<file path="src/rtl/aes_round_ctrl_if.sv">
// Control/status bundle between the AES round sequencer and its datapath.
interface aes_round_ctrl_if;
   logic       start;
   logic       busy;
   logic       done;
   logic [3:0] round;
   logic [1:0] sel;
   logic       ld_state;
   logic       ld_key;
   logic       key_step;
   logic [7:0] rcon;

   modport master (
      output start,
      input  busy, done, round, sel, ld_state, ld_key, key_step, rcon
   );

   modport slave (
      input  start,
      output busy, done, round, sel, ld_state, ld_key, key_step, rcon
   );
endinterface

</file>
<file path="src/rtl/aes_round_ctrl.sv">
// AES round sequencer: INIT, NROUNDS-1 full rounds, FINAL, DONE; all outputs registered.
// Optional macro AES_RCON_GEN_EN drives the AES round constant on rcon; otherwise rcon is 8'h00.
module aes_round_ctrl #(
   parameter int NROUNDS = 10
) (
   input  logic            clk,
   input  logic            rst,
   aes_round_ctrl_if.slave bus
);
   typedef enum logic [2:0] {
      ST_IDLE  = 3'd0,
      ST_INIT  = 3'd1,
      ST_ROUND = 3'd2,
      ST_FINAL = 3'd3,
      ST_DONE  = 3'd4
   } state_t;

   localparam logic [3:0] LAST_ROUND = 4'(NROUNDS);
   localparam logic [3:0] PEN_ROUND  = 4'(NROUNDS - 1);

   state_t     state_r, state_next_s;
   logic [3:0] round_r, round_next_s;
   logic       busy_r, busy_next_s;
   logic       done_r, done_next_s;
   logic [1:0] sel_r, sel_next_s;
   logic       ld_state_r, ld_state_next_s;
   logic       ld_key_r, ld_key_next_s;
   logic       key_step_r, key_step_next_s;

   // Next FSM state and round index.
   always_comb begin
      state_next_s = state_r;
      round_next_s = round_r;
      case (state_r)
         ST_IDLE: begin
            round_next_s = 4'd0;
            if (bus.start) state_next_s = ST_INIT;
            else           state_next_s = ST_IDLE;
         end
         ST_INIT: begin
            state_next_s = ST_ROUND;
            round_next_s = 4'd1;
         end
         ST_ROUND: begin
            round_next_s = round_r + 4'd1;
            if (round_r >= PEN_ROUND) state_next_s = ST_FINAL;
            else                      state_next_s = ST_ROUND;
         end
         ST_FINAL: begin
            state_next_s = ST_DONE;
            round_next_s = LAST_ROUND;
         end
         ST_DONE: begin
            state_next_s = ST_IDLE;
            round_next_s = 4'd0;
         end
         default: begin
            state_next_s = ST_IDLE;
            round_next_s = 4'd0;
         end
      endcase
   end

   // Output decode of the upcoming state so the strobes come straight from flops.
   always_comb begin
      busy_next_s     = 1'b0;
      done_next_s     = 1'b0;
      sel_next_s      = 2'd3;
      ld_state_next_s = 1'b0;
      ld_key_next_s   = 1'b0;
      key_step_next_s = 1'b0;
      case (state_next_s)
         ST_IDLE: sel_next_s = 2'd3;
         ST_INIT: begin
            busy_next_s     = 1'b1;
            sel_next_s      = 2'd0;
            ld_state_next_s = 1'b1;
            ld_key_next_s   = 1'b1;
         end
         ST_ROUND: begin
            busy_next_s     = 1'b1;
            sel_next_s      = 2'd1;
            ld_state_next_s = 1'b1;
            key_step_next_s = 1'b1;
         end
         ST_FINAL: begin
            busy_next_s     = 1'b1;
            sel_next_s      = 2'd2;
            ld_state_next_s = 1'b1;
            key_step_next_s = 1'b1;
         end
         ST_DONE: done_next_s = 1'b1;
         default: sel_next_s = 2'd3;
      endcase
   end

   // State, round counter and output registers.
   always_ff @(posedge clk) begin
      if (rst) begin
         state_r    <= ST_IDLE;
         round_r    <= 4'd0;
         busy_r     <= 1'b0;
         done_r     <= 1'b0;
         sel_r      <= 2'd3;
         ld_state_r <= 1'b0;
         ld_key_r   <= 1'b0;
         key_step_r <= 1'b0;
      end else begin
         state_r    <= state_next_s;
         round_r    <= round_next_s;
         busy_r     <= busy_next_s;
         done_r     <= done_next_s;
         sel_r      <= sel_next_s;
         ld_state_r <= ld_state_next_s;
         ld_key_r   <= ld_key_next_s;
         key_step_r <= key_step_next_s;
      end
   end

   assign bus.busy     = busy_r;
   assign bus.done     = done_r;
   assign bus.round    = round_r;
   assign bus.sel      = sel_r;
   assign bus.ld_state = ld_state_r;
   assign bus.ld_key   = ld_key_r;
   assign bus.key_step = key_step_r;

`ifdef AES_RCON_GEN_EN
   logic [7:0] rcon_r, rcon_next_s;

   function automatic logic [7:0] xtime(input logic [7:0] b);
      return {b[6:0], 1'b0} ^ (b[7] ? 8'h1B : 8'h00);
   endfunction

   // Round constant: seeded to 01 on entry to round 1, then doubled in GF(2^8).
   always_comb begin
      rcon_next_s = 8'h00;
      if (state_next_s == ST_ROUND || state_next_s == ST_FINAL) begin
         if (state_r == ST_INIT) rcon_next_s = 8'h01;
         else                    rcon_next_s = xtime(rcon_r);
      end else begin
         rcon_next_s = 8'h00;
      end
   end

   // Round constant register.
   always_ff @(posedge clk) begin
      if (rst) rcon_r <= 8'h00;
      else     rcon_r <= rcon_next_s;
   end

   assign bus.rcon = rcon_r;
`else
   assign bus.rcon = 8'h00;
`endif
endmodule

</file>
<file path="src/flat_wrapper.sv">
// flat-port wrapper written by rule: the top's interface ports become plain ports
module aes_round_ctrl_flat 
#(
   parameter int NROUNDS = 10
)
  (clk, rst, bus_start, bus_busy, bus_done, bus_round, bus_sel, bus_ld_state, bus_ld_key, bus_key_step, bus_rcon);
  aes_round_ctrl_if bus_i ();
  input  logic clk;
  input  logic rst;
  input wire logic [$bits(bus_i.start)-1:0] bus_start;
  output wire logic [$bits(bus_i.busy)-1:0] bus_busy;
  output wire logic [$bits(bus_i.done)-1:0] bus_done;
  output wire logic [$bits(bus_i.round)-1:0] bus_round;
  output wire logic [$bits(bus_i.sel)-1:0] bus_sel;
  output wire logic [$bits(bus_i.ld_state)-1:0] bus_ld_state;
  output wire logic [$bits(bus_i.ld_key)-1:0] bus_ld_key;
  output wire logic [$bits(bus_i.key_step)-1:0] bus_key_step;
  output wire logic [$bits(bus_i.rcon)-1:0] bus_rcon;
  assign bus_i.start = bus_start;
  assign bus_busy = bus_i.busy;
  assign bus_done = bus_i.done;
  assign bus_round = bus_i.round;
  assign bus_sel = bus_i.sel;
  assign bus_ld_state = bus_i.ld_state;
  assign bus_ld_key = bus_i.ld_key;
  assign bus_key_step = bus_i.key_step;
  assign bus_rcon = bus_i.rcon;
  aes_round_ctrl #(.NROUNDS(NROUNDS)) u_core (.clk(clk), .rst(rst), .bus(bus_i));
endmodule
</file>
<file path="config.mk">
export PLATFORM = sky130hd
export DESIGN_NAME = aes_round_ctrl_flat
export DESIGN_NICKNAME = d
export VERILOG_FILES = /design/src/rtl/aes_round_ctrl_if.sv /design/src/rtl/aes_round_ctrl.sv /design/src/flat_wrapper.sv
export SDC_FILE = /design/constraint.sdc
export NUM_CORES = 1
export LEC_CHECK = 0
export BUFFER_PORTS_ARGS = -buffer_cell sky130_fd_sc_hd__buf_2
export CORE_AREA = 2 2 39 41
export DETAILED_ROUTE_END_ITERATION = 7
export DIE_AREA = 0 0 41 43
export PLACE_DENSITY_LB_ADDON = 0.08
export SYNTH_ARGS = -nofsm -noshare
export SYNTH_HDL_FRONTEND = slang
export SYNTH_SLANG_ARGS = --single-unit
</file>
<file path="constraint.sdc">
create_clock -name clk -period 2.9 [get_ports clk]
set_input_delay 0.58 -clock clk [delete_from_list [all_inputs] [get_ports clk]]
set_output_delay 0.58 -clock clk [all_outputs]
set_load 0.02 [all_outputs]
</file>
* Word-level counts from Yosys, hierarchy flattened
Index checks and enable logic that the tools add are counted.
Cells by class: order comparisons 1, $add $sub $neg 1, equality and inequality tests 7, mux-type cells 9, reductions and logical operators 3
Operators with widths (number):
- $eq 3x2->1 const B | 4
- $pmux 3 s4 | 1
- $pmux 4 s3 | 1
- $eq 3x1->1 const B | 2
- $mux 1 | 6
- $pmux 2 s3 | 1
- $add 4x1->4 const B | 1
- $ge 4x4->1 const B | 1
- $eq 3x3->1 const B | 1
- $logic_not 3->1 | 1
- $reduce_or 3->1 | 1
- $reduce_or 2->1 | 1
Storage, ports and cells: bits of input ports 3, word-level logic and storage cells 28, output and inout port bits 19, bits in registers 13

* Longest topological paths before layout
depth after elaboration 6, mapped depth 5, gate-level depth less buffers 5

* Worst setup path before layout
OpenSTA, ideal clock, no wires.
path type reg2reg, start point register u_core.round_r[1], in the netlist u_core.bus.round[1], end point register u_core.state_r[0], setup slack 1.322 ns, arrival 1.462 ns, required time 2.784 ns, period minus slack after synthesis 1.578 ns, setup time 0.116 ns, cell stages (with the launch flop) 6, buffers on the path 0, path through dfxtp_1 -> inv_1 -> ha_1 -> or3b_1 -> a31o_1 -> and3_1
On the way: cells in the longest elaborated chain, start to end 3
RTL lines:
- start: declaration | line aes_round_ctrl.sv:22 | logic [3:0] round_r, round_next_s;
- start signal: assignment | line aes_round_ctrl.sv:110 | round_r <= round_next_s;
- $ge 4x4->1 | line aes_round_ctrl.sv:46 | if (round_r >= PEN_ROUND) state_next_s = ST_FINAL;
- $mux 1 | line aes_round_ctrl.sv:46
- $pmux 3 s4 | line aes_round_ctrl.sv:34 | case (state_r)
- end signal: assignment | line aes_round_ctrl.sv:109 | state_r <= state_next_s;
- end: declaration | line aes_round_ctrl.sv:21 | state_t state_r, state_next_s;
Every way passes these cells. A chain may end at the register's enable or synchronous reset.

* Worst setup path in the final report
Same ends and word-level chain as after synthesis.

==> summary by stage <==
Run status
The run finished with clean final reports.

Clock network
The count of buffers added by post-CTS timing repair for setup is 0. The number of H-tree branching levels is 1. The number of hold buffers added after CTS is 0. The clock network latency to the later pin of the worst-skew pair is around 0.27 ns. Clock tree synthesis found a total of 13 sinks. The longest clock path from root to sink contains 2 buffers. The clock tree from TritonCTS is done. After clock tree synthesis, the clock-pin slew on the worst setup and hold paths is 0.08 ns.

Post-CTS repair changed the size of 0 cells. The total clock buffers created by CTS is 3. CTS placed an instance of sky130_fd_sc_hd__clkbuf_4 at the clock tree root.

Global routing
The total track usage is 0.1273. The first global-routing pass estimated between 1000 and 1500 um of wire. Entering global routing, the biggest net connects 9 pins. The total overflow left after global routing is 0. The number of antenna violations at the first check in global routing is 0. The via count of the first global-routing pass is approximately 360.

STA
Dividing the final minimum period by the clock period gives 0.5116. Setup repair after global routing left no endpoint under its margin. After routing, the total negative slack on setup checks comes to 0 ns.

The number of setup violations in the final report is 0. The number of hold violations in the final report is 0. Counting I/O delays and the setup requirement, the final critical path takes between 1 and 1.5 ns. The final count of pins violating max slew is 0. Across the routed clock network, the largest skew measured is ~0.0019 ns. Timing would allow up to ~670 MHz.

Detailed routing
Dividing the detail-routed via count by the number of cells gives 4.433. The wire length after detailed routing is around 860 um. The routed wirelength normalized by instance count is 9.544 um. The first-pass iteration count of the detailed router is 2.

Once detail routing completed, the nets flagged for antenna violations numbered 0. The post-detailed-route DRC marker count is 0. In this run, the number of DRC markers left after iteration 0 of detailed routing was 4.

The detailed router placed 399 vias in this run.

Finish
The antenna diode instance count is 0. Relative to the synthesized area, the layout overhead comes to 13.07%. In the final layout, the share of cells above drive strength 1 is 0.2568. The number of nets in the layout is ~80.

Critical path
Of all nets on the critical path, the largest fanout is 4. The nature of the critical path startpoint is a flip-flop. The worst stage delay on the critical path is 0.37 ns. Traced cell by cell, the critical path runs through inv_1, ha_1, or3b_1, a31o_1, and3_1. The type of the worst setup path is reg2reg. The cell type of the slowest stage on the worst timing path is sky130_fd_sc_hd__dfxtp_1. The worst setup path is captured at a flip-flop. The number of cells on the worst reg-to-reg path is 5.

For the worst setup path, the data arrival time is 1.66 ns. The endpoint required time on the critical path is roughly 3.1 ns.

Floorplan
The overall die width is approximately 41 um. The number of I/O pins is 22. The area of the core region is ~1400 um^2. The height of the chip is between 40 and 50 um. The die covers about 1800 um^2.

The standard-cell row count is 14. The effective utilization at floorplan is 0.3942.

Placed design
The number of input and output port buffers inserted is 13. Routability-driven placement finished with a final weighted congestion of ~0.7. Summed over all nets, the half-perimeter wirelength after detailed placement is roughly 650 um.

Synthesis
Of the synthesized area, sequential elements account for 0.4771. In the synthesized netlist the async set-or-reset flop fraction comes to 0. Counting distinct cell types in the post-synthesis netlist gives 20.

In this run the cell area of the synthesized design comes to between 500 and 600 um^2. The count of mapped cells out of synthesis is 59. In this run, synthesis produced a sequential element count of 13. In the synthesized netlist the dominant register cell turns out to be sky130_fd_sc_hd__dfxtp_1.

The count of yosys warnings during synthesis is 0. Dividing the synthesized area by the synthesized cell count gives between 9 and 10 um^2. The number of flops mapped to enable cells by yosys is 0.

Flow run
Across the run, the number of max-cap violations was 0.

Hold path
The depth of the worst hold-timing path is 2. The worst hold path belongs to the class reg2reg.

Power
The overall power is between 300 and 400 uW. In this run the power density over the cells is 584.0 nW/um^2. Summed over all cells, the static leakage comes to 0.0003027 uW.

The peak supply drop is roughly 230 uV.
## worst max-delay path: cells and delay by family (launching register included)
kind	cells	cell delay [ns]
compound gates	1	0.24
fa+ha+maj	1	0.17
buf+inv	1	0.07
flops	1	0.37
simple gates	2	0.54
## final cells by class
cell class / instances / area, um^2
clock inverters: 1 / 5.005
repair buffers: 13 / 65.06
flip-flops and latches: 13 / 260.3
fillers: 144 / 767.0
multi-input cells: 41 / 232.7
well taps: 16 / 20.02
clock buffers: 3 / 22.52
inverters: 3 / 11.26
## where the power goes
part	internal [uW]	total [uW]	switching, uW
Clock	51.0	111	60.1
Combinational	18.1	54.6	36.5
Sequential	188	194	6.53
## layer usage
metal	share of wire	routed length, um	track usage	vias up
li1	-	-	-	204
met1	0.44	379	0.1541	178
met2	0.46	398	0.1813	15
met3	0.084	72	0.03141	2
met4	0.0093	8	0.1000	0
met5	0	0	0	-
## cell usage in the layout, fill, tap and decap left out, types with 2 or more instances in the layout
master and instances:
sky130_fd_sc_hd__inv_1 3, sky130_fd_sc_hd__ha_1 3, sky130_fd_sc_hd__nor2_1 8, sky130_fd_sc_hd__nand3_1 2, sky130_fd_sc_hd__a21oi_1 5, sky130_fd_sc_hd__dfxtp_1 13, sky130_fd_sc_hd__buf_2 13, sky130_fd_sc_hd__conb_1 8
sky130_fd_sc_hd__or2_2 2, sky130_fd_sc_hd__clkbuf_4 3, sky130_fd_sc_hd__nand2b_1 2, sky130_fd_sc_hd__and3_1 2
## metrics by stage
step | instance area [um^2] | cells | hold slack [ns] | util | setup slack, ns
global route | 616.8 | 90 | 0.5408 | 0.4458 | 1.319
finish | 616.8 | 90 | 0.4966 | 0.4458 | 1.416
floorplan | 571.8 | 66 | 0.4470 | - | 1.322
detailed placement | 589.3 | 86 | 0.4814 | 0.4259 | 1.417
CTS | 616.8 | 90 | 0.5032 | 0.4458 | 1.401
global placement | 589.3 | 86 | 0.4879 | 0.4259 | 1.460
## state kept, by name, indices dropped and copies added, names as in the netlist
signal	flops
u_core.state_r	3
u_core.bus.busy	1
u_core.bus.sel	2
u_core.bus.round	4
u_core.bus.done	1
u_core.bus.key_step	1
u_core.bus.ld_key	1
## cell usage after synthesis, drive strengths merged (2+ instances only)
library cell,count,area share
ha,3,0.069
or2,2,0.023
dfxtp,13,0.48
nor2,8,0.055
nand2b,2,0.023
buf,9,0.12
a21oi,5,0.046
and3,2,0.023
nand3,2,0.018
inv,3,0.021
## kinds of logic after synthesis
group           count (synthesis)  share of synthesized area
compound gates                  8                    0.08485
xor+xnor                        2                    0.03212
fa+ha+maj                       3                    0.06881
buf+inv                        12                     0.1445
flops                          13                     0.4771
other cells                     1                   0.006874
simple gates                   20                     0.1858
## final timing paths
kind / startpoint / endpoint / slack [ns]
min: u_core.state_r[2] / u_core.bus.sel[1] / 0.50
max: u_core.bus.round[1] / u_core.state_r[0] / 1.42
min reg2reg: u_core.state_r[2] / u_core.bus.sel[1] / 0.50
max reg2reg: u_core.bus.round[1] / u_core.state_r[0] / 1.42
Note: power is estimated with default switching activity, not from simulation.
